===== config.mk =====
export PLATFORM = sky130hd
export DESIGN_NAME = ddr3_cmd_arbiter
export DESIGN_NICKNAME = d
export VERILOG_FILES = /design/src/rtl/ddr3_pkg.sv /design/src/rtl/ddr3_rd_tag_fifo.sv /design/src/rtl/ddr3_cmd_arbiter.sv
export SDC_FILE = /design/constraint.sdc
export NUM_CORES = 1
export LEC_CHECK = 0
export CELL_PAD_IN_SITES_DETAIL_PLACEMENT = 1
export CELL_PAD_IN_SITES_GLOBAL_PLACEMENT = 2
export CORE_ASPECT_RATIO = 1.1
export CORE_MARGIN = 10
export CORE_UTILIZATION = 20
export CTS_BUF_LIST = sky130_fd_sc_hd__clkbuf_8
export DETAILED_ROUTE_END_ITERATION = 10
export PLACE_DENSITY = 0.75
export SKIP_LAST_GASP = 1
export SYNTH_ARGS = -nofsm -noshare
export SYNTH_HDL_FRONTEND = slang
export SYNTH_SLANG_ARGS = --single-unit

===== constraint.sdc =====
create_clock -name clk -period 5.95 [get_ports clk]
set_input_delay 1.19 -clock clk [delete_from_list [all_inputs] [get_ports clk]]
set_output_delay 1.19 -clock clk [all_outputs]
set_load 0.005 [all_outputs]

===== src/rtl/ddr3_pkg.sv =====
// Shared DDR3 user-port definitions: command codes, default widths and the
// command arbiter's FSM state encoding.
package ddr3_pkg;

  localparam int ADDR_W_DEF = 26;
  localparam int DATA_W_DEF = 64;

  localparam logic [3:0] CMD_NADA       = 4'b0000;
  localparam logic [3:0] CMD_READ       = 4'b0001;
  localparam logic [3:0] CMD_WRITE      = 4'b0010;
  localparam logic [3:0] CMD_PDOWN_ENT  = 4'b0011;
  localparam logic [3:0] CMD_PDOWN_EXIT = 4'b0100;
  localparam logic [3:0] CMD_SREF_ENT   = 4'b0101;
  localparam logic [3:0] CMD_SREF_EXIT  = 4'b0110;

  typedef enum logic [2:0] {
    ST_INIT  = 3'd0,
    ST_IDLE  = 3'd1,
    ST_CMD   = 3'd2,
    ST_WDATA = 3'd3,
    ST_GAP   = 3'd4
  } state_t;

endpackage


===== src/rtl/ddr3_rd_tag_fifo.sv =====
// In-order FIFO of 1-bit requester tags for outstanding reads. A push is
// accepted when full only if a pop happens in the same cycle.
module ddr3_rd_tag_fifo #(
  parameter int DEPTH = 4
) (
  input  logic clk,
  input  logic rst,
  input  logic push,
  input  logic din,
  input  logic pop,
  output logic full,
  output logic empty,
  output logic dout
);

  localparam int AW = $clog2(DEPTH);
  localparam logic [AW:0] FULL_CNT = DEPTH[AW:0];

  logic [DEPTH-1:0] mem;
  logic [AW-1:0]    wr_ptr;
  logic [AW-1:0]    rd_ptr;
  logic [AW:0]      count;
  logic             do_push;
  logic             do_pop;

  assign full    = (count == FULL_CNT);
  assign empty   = (count == '0);
  assign dout    = mem[rd_ptr];
  assign do_pop  = pop & ~empty;
  assign do_push = push & (~full | do_pop);

  always_ff @(posedge clk or posedge rst) begin
    if (rst) begin
      mem    <= '0;
      wr_ptr <= '0;
      rd_ptr <= '0;
      count  <= '0;
    end else begin
      if (do_push) begin
        mem[wr_ptr] <= din;
        wr_ptr      <= wr_ptr + 1'b1;
      end
      if (do_pop)
        rd_ptr <= rd_ptr + 1'b1;
      count <= count + {{AW{1'b0}}, do_push} - {{AW{1'b0}}, do_pop};
    end
  end

endmodule


===== src/rtl/ddr3_cmd_arbiter.sv =====
// Round-robin arbiter for two requesters in front of the DDR3 user command
// port; read data is routed back through an in-order tag FIFO.
module ddr3_cmd_arbiter
  import ddr3_pkg::*;
#(
  parameter int ADDR_W    = ADDR_W_DEF,
  parameter int DATA_W    = DATA_W_DEF,
  parameter int TAG_DEPTH = 4
) (
  input  logic                clk,
  input  logic                rst,
  input  logic [1:0]          req_valid,
  input  logic [1:0]          req_wr,
  input  logic [ADDR_W-1:0]   req_addr0,
  input  logic [ADDR_W-1:0]   req_addr1,
  input  logic [DATA_W-1:0]   req_wdata0,
  input  logic [DATA_W-1:0]   req_wdata1,
  output logic [1:0]          req_ack,
  output logic [1:0]          rd_valid,
  output logic [DATA_W-1:0]   rd_data,
  output logic                init_done,
  output logic                err,
  input  logic                cmd_rdy,
  input  logic                datain_rdy,
  input  logic                read_data_valid,
  input  logic                wl_err,
  input  logic [DATA_W-1:0]   read_data,
  output logic                cmd_valid,
  output logic [3:0]          cmd,
  output logic [4:0]          cmd_burst_cnt,
  output logic [ADDR_W-1:0]   addr,
  output logic [DATA_W-1:0]   write_data,
  output logic [DATA_W/8-1:0] data_mask,
  output state_t              fsm_state
);

  // Handshakes: a requester holds req_valid (with req_wr/addr/wdata) until it
  // sees a one-cycle req_ack; the core gets a one-cycle cmd_valid strobe with
  // cmd/addr, and write_data stays stable until datain_rdy is sampled high.

  state_t state_q, state_d;
  logic [1:0] elig;
  logic       winner;
  logic       grant;
  logic       last_grant;
  logic       cur_wr;
  logic       tag_full;
  logic       tag_empty;
  logic       tag_dout;
  logic       tag_push;
  logic       tag_pop;

  assign cmd_burst_cnt = 5'b00001;
  assign data_mask     = '0;
  assign fsm_state     = state_q;

  always_comb begin
    elig     = req_valid & (req_wr | {2{~tag_full}});
    winner   = (&elig) ? ~last_grant : elig[1];
    grant    = (state_q == ST_IDLE) && cmd_rdy && (|elig);
    tag_push = grant && !req_wr[winner];
    tag_pop  = read_data_valid && !tag_empty;
  end

  always_comb begin
    state_d = state_q;
    unique case (state_q)
      ST_INIT:  if (cmd_rdy) state_d = ST_IDLE;
      ST_IDLE:  if (grant) state_d = ST_CMD;
      ST_CMD:   state_d = cur_wr ? ST_WDATA : ST_GAP;
      ST_WDATA: if (datain_rdy) state_d = ST_GAP;
      ST_GAP:   state_d = ST_IDLE;
      default:  state_d = ST_INIT;
    endcase
  end

  always_ff @(posedge clk or posedge rst) begin
    if (rst) state_q <= ST_INIT;
    else     state_q <= state_d;
  end

  // last_grant resets to 1 so requester 0 wins the first tie.
  always_ff @(posedge clk or posedge rst) begin
    if (rst) begin
      req_ack    <= 2'b00;
      last_grant <= 1'b1;
      cur_wr     <= 1'b0;
      addr       <= '0;
      write_data <= '0;
      cmd_valid  <= 1'b0;
      cmd        <= CMD_NADA;
      rd_valid   <= 2'b00;
      rd_data    <= '0;
      init_done  <= 1'b0;
      err        <= 1'b0;
    end else begin
      req_ack <= grant ? (winner ? 2'b10 : 2'b01) : 2'b00;
      if (grant) begin
        last_grant <= winner;
        cur_wr     <= req_wr[winner];
        addr       <= winner ? req_addr1 : req_addr0;
        if (req_wr[winner])
          write_data <= winner ? req_wdata1 : req_wdata0;
      end
      cmd_valid <= (state_q == ST_CMD);
      cmd       <= (state_q == ST_CMD) ? (cur_wr ? CMD_WRITE : CMD_READ) : CMD_NADA;
      rd_valid  <= tag_pop ? (tag_dout ? 2'b10 : 2'b01) : 2'b00;
      if (tag_pop)
        rd_data <= read_data;
      if (state_q == ST_INIT && cmd_rdy)
        init_done <= 1'b1;
      if (wl_err || (read_data_valid && tag_empty))
        err <= 1'b1;
    end
  end

  ddr3_rd_tag_fifo #(
    .DEPTH(TAG_DEPTH)
  ) u_tag_fifo (
    .clk  (clk),
    .rst  (rst),
    .push (tag_push),
    .din  (winner),
    .pop  (tag_pop),
    .full (tag_full),
    .empty(tag_empty),
    .dout (tag_dout)
  );

endmodule


==> flow_metrics.tcl <==
set metrics [dict create \
    drv_slew 0 \
    htreeDepth 4 \
    gp_congestion 0.749 \
    vias 6850 \
    ys_warn_count 0 \
    period_share_pct 58.0 \
    max_freq_ghz 0.290 \
    grt_start_max_net_pins 93 \
    first_iter_violations 214 \
    core_um2 38300 \
    ant_nets 0 \
    fin_util_pct 33.3 \
    ys_types 45 \
    grt.met3_usage_pct 5.11 \
    detail_route.wl_per_cell_um 19.7 \
    p_clk_share_pct 17.3 \
    setup_tns_ns 0 \
    p_sw_share_pct 32.8 \
    cts_resized 0 \
    crit_fanout 64 \
    synth_top_family_by_area "compound AO/OA/AOI/OAI gates" \
    pin_count 435 \
    synth-simple-area-share_pct 14.2 \
    layout_commonest_cell "clkdlybuf4s50_1" \
    num_rows 75 \
    cts_inserted_buffers 17 \
    power_frac_comb_pct 43.4 \
    cts_setup_buffers 0 \
    synth_compound_area_share_pct 16.7 \
    synth_fa_ha_area_share_pct 1.22 \
    synth.top_cell.area_share_pct 57.4 \
    dr.pass1.iters 4 \
    cts_sinks 179 \
    worst_ir_drop_vdd_v 0.000139 \
    grt_util_met2_pct 24.3 \
    antenna_found_initial 1 \
    io_buffers 419 \
    multiInputGateArea_um2 2910 \
    fp.dieW_um 208 \
    synth_seq_area_share_pct 57.7 \
    status "finished, final reports clean" \
    setup_viol 0 \
    syn-cell-area_um2 7760 \
    avgViaCountPerCell 4.17 \
    leakage_nw 5.40 \
    ys_dominant_reg_cell "dfrtp_1" \
    syn_inst 727 \
    dp_cells 1610 \
    top_usage_layer "met2" \
    skew_ns 0.0128 \
    drive_gt1_share_pct 6.04 \
    synth_area_leader_cell "dfrtp_1" \
    final_net_count 1390 \
    finalInstanceArea_um2 12800 \
    synth-seq-cells 179 \
    async_flop_share_pct 100 \
    slew_headroom_pct 45.9 \
    cts_buffer_depth 2 \
    start_util_pct 20.3 \
    muxShareOfSynthArea_pct 3.79 \
    track_usage_pct 13.3 \
    netlist_top_cells_area "dfrtp_1, nand2_1, o22a_1" \
    regArea_um2 4480 \
    synth_xor_area_share_pct 0.564 \
    hold_viol 0 \
    wirelength_um 32300 \
    drc 0 \
    die_y_um 227 \
    instances_no_fill 1643 \
    tritoncts "yes" \
    clkTransAtPathRegs_ns 0.09 \
    p_switching_mw 1.69 \
    startpoint_type "input pin" \
    use_met1_pct 14.4 \
    overflow 0 \
    cp-end-kind "flop" \
    power_mw 5.14 \
    hold_buffers 0 \
    dpl_cell_area_um2 12400 \
    required_ns 6.36 \
    synth-edff-count 0 \
    critPathArrivalTime_ns 3.86 \
    pwr-share-seq_pct 39.2 \
    fillCellCount 4364 \
    rsz0062_at_grt "no" \
    cap_violations 0 \
    max_slew.worst_pin.slew_ns 0.812 \
    area_delta_synth_final_pct 64.4 \
    grt_pass1_vias 7556 \
    hp-class "flop to flop" \
    grt_pass1_wl_um 48500 \
    critical_path_class "input pin to flop" \
    insertion_delay_ns 0.48 \
    dpl.hpwl_um 25000 \
    min_period_ns 3.45 \
    die_area_um2 47100 \
    power_density_nw_per_um2 403 \
    syn_area_per_cell_um2 10.7 \
    final_cell_mix "clkdlybuf4s50_1, nand2_1, dfrtp_1, o22a_1, o21a_1" \
    ctsRootBufferMaster "clkbuf_8" \
    intPower_mw 3.46 \
]
[state kept, by name (all words and copies together) (netlist names)]
name / count
addr: 26
cmd: 2
cmd_valid: 1
cur_wr: 1
err: 1
fsm_state: 3
init_done: 1
last_grant: 1
rd_data: 64
rd_valid: 2
req_ack: 2
u_tag_fifo.count: 3
u_tag_fifo.mem: 4
u_tag_fifo.rd_ptr: 2
u_tag_fifo.wr_ptr: 2
write_data: 64
[synth_stat cells (all sizes together) (2+ instances only)]
master / instances
nand2: 225
dfrtp: 178
o21a: 59
o22a: 59
buf: 38
o21ai: 28
mux2i: 26
clkbuf: 22
inv: 13
nor2: 13
or2: 7
a31oi: 6
ha: 6
o221a: 5
xnor2: 5
a311oi: 4
and2: 3
nor3: 3
a21o: 2
a21oi: 2
and3: 2
conb: 2
nand2b: 2
nand4: 2
nor4b: 2
or4b: 2
[power groups by stage]
stage               combinational, mW  sequential (mW)  clock [mW]
floorplan                       0.836             2.05           0
global placement                 2.27             2.02           0
detailed placement               2.30             2.06           0
CTS                              2.31             2.03       0.955
global route                     2.46             2.09        1.00
finish                           2.23             2.02       0.892
[final cells by class]
cell class	instances	area share [%]
antenna	1	0.0196
clock buffer	19	2.05
clock inverter	13	1.17
inverter	13	0.412
multi-input combinational	488	22.8
sequential	179	35.1
tap	500	4.90
timing repair buffer	430	33.6
[worst paths after layout]
path | slack (ns) | cells past startpoint | startpoint | end
setup / recovery | 2.50 | 8 | req_wr[0] | write_data[2]$_DFFE_PP0P_
hold / removal | 0.48 | 1 | init_done$_DFFE_PP0P_ | init_done$_DFFE_PP0P_
setup reg to reg | 3.20 | 7 | u_tag_fifo.count[1]$_DFF_PP0_ | write_data[2]$_DFFE_PP0P_
hold reg to reg | 0.48 | 1 | init_done$_DFFE_PP0P_ | init_done$_DFFE_PP0P_
max in group asynchronous | 3.97 | 3 | rst | rd_data[25]$_DFFE_PP0P_
min in group asynchronous | 1.02 | 2 | rst | rd_data[57]$_DFFE_PP0P_
[cells by family (layout without fill, tap and decap cells)]
| kind of cell | Yosys count | in the layout |
|---|---|---|
| compound gates | 169 | 169 |
| xor+xnor | 5 | 5 |
| fa+ha+maj | 7 | 7 |
| buf+inv | 73 | 475 |
| flops | 179 | 179 |
| mux | 28 | 28 |
| other cells | 2 | 16 |
| simple gates | 264 | 264 |
[layer usage]
layer | routed length (µm) | part of all wire, %
met1 | 12700 | 39
met2 | 17000 | 53
met3 | 2290 | 7.1
met4 | 230 | 0.71
met5 | 0 | 0
[worst max-delay path, cell delays in order]
cell	delay, ns
clkdlybuf4s50_1	0.55
nor4b_2	0.50
o211ai_4	0.13
buf_4	0.29
nand4_4	0.16
buf_4	0.59
o22a_1	0.24
o21a_1	0.12
[through the flow]
step,hold slack [ns],setup slack [ns]
2_1_floorplan,0.447,2.47
3_3_place_gp,0.456,2.03
3_5_place_dp,0.461,1.99
4_1_cts,0.487,2.53
5_1_grt,0.498,2.34
6_report,0.477,2.50
Note: power is estimated with default switching activity, not from simulation.
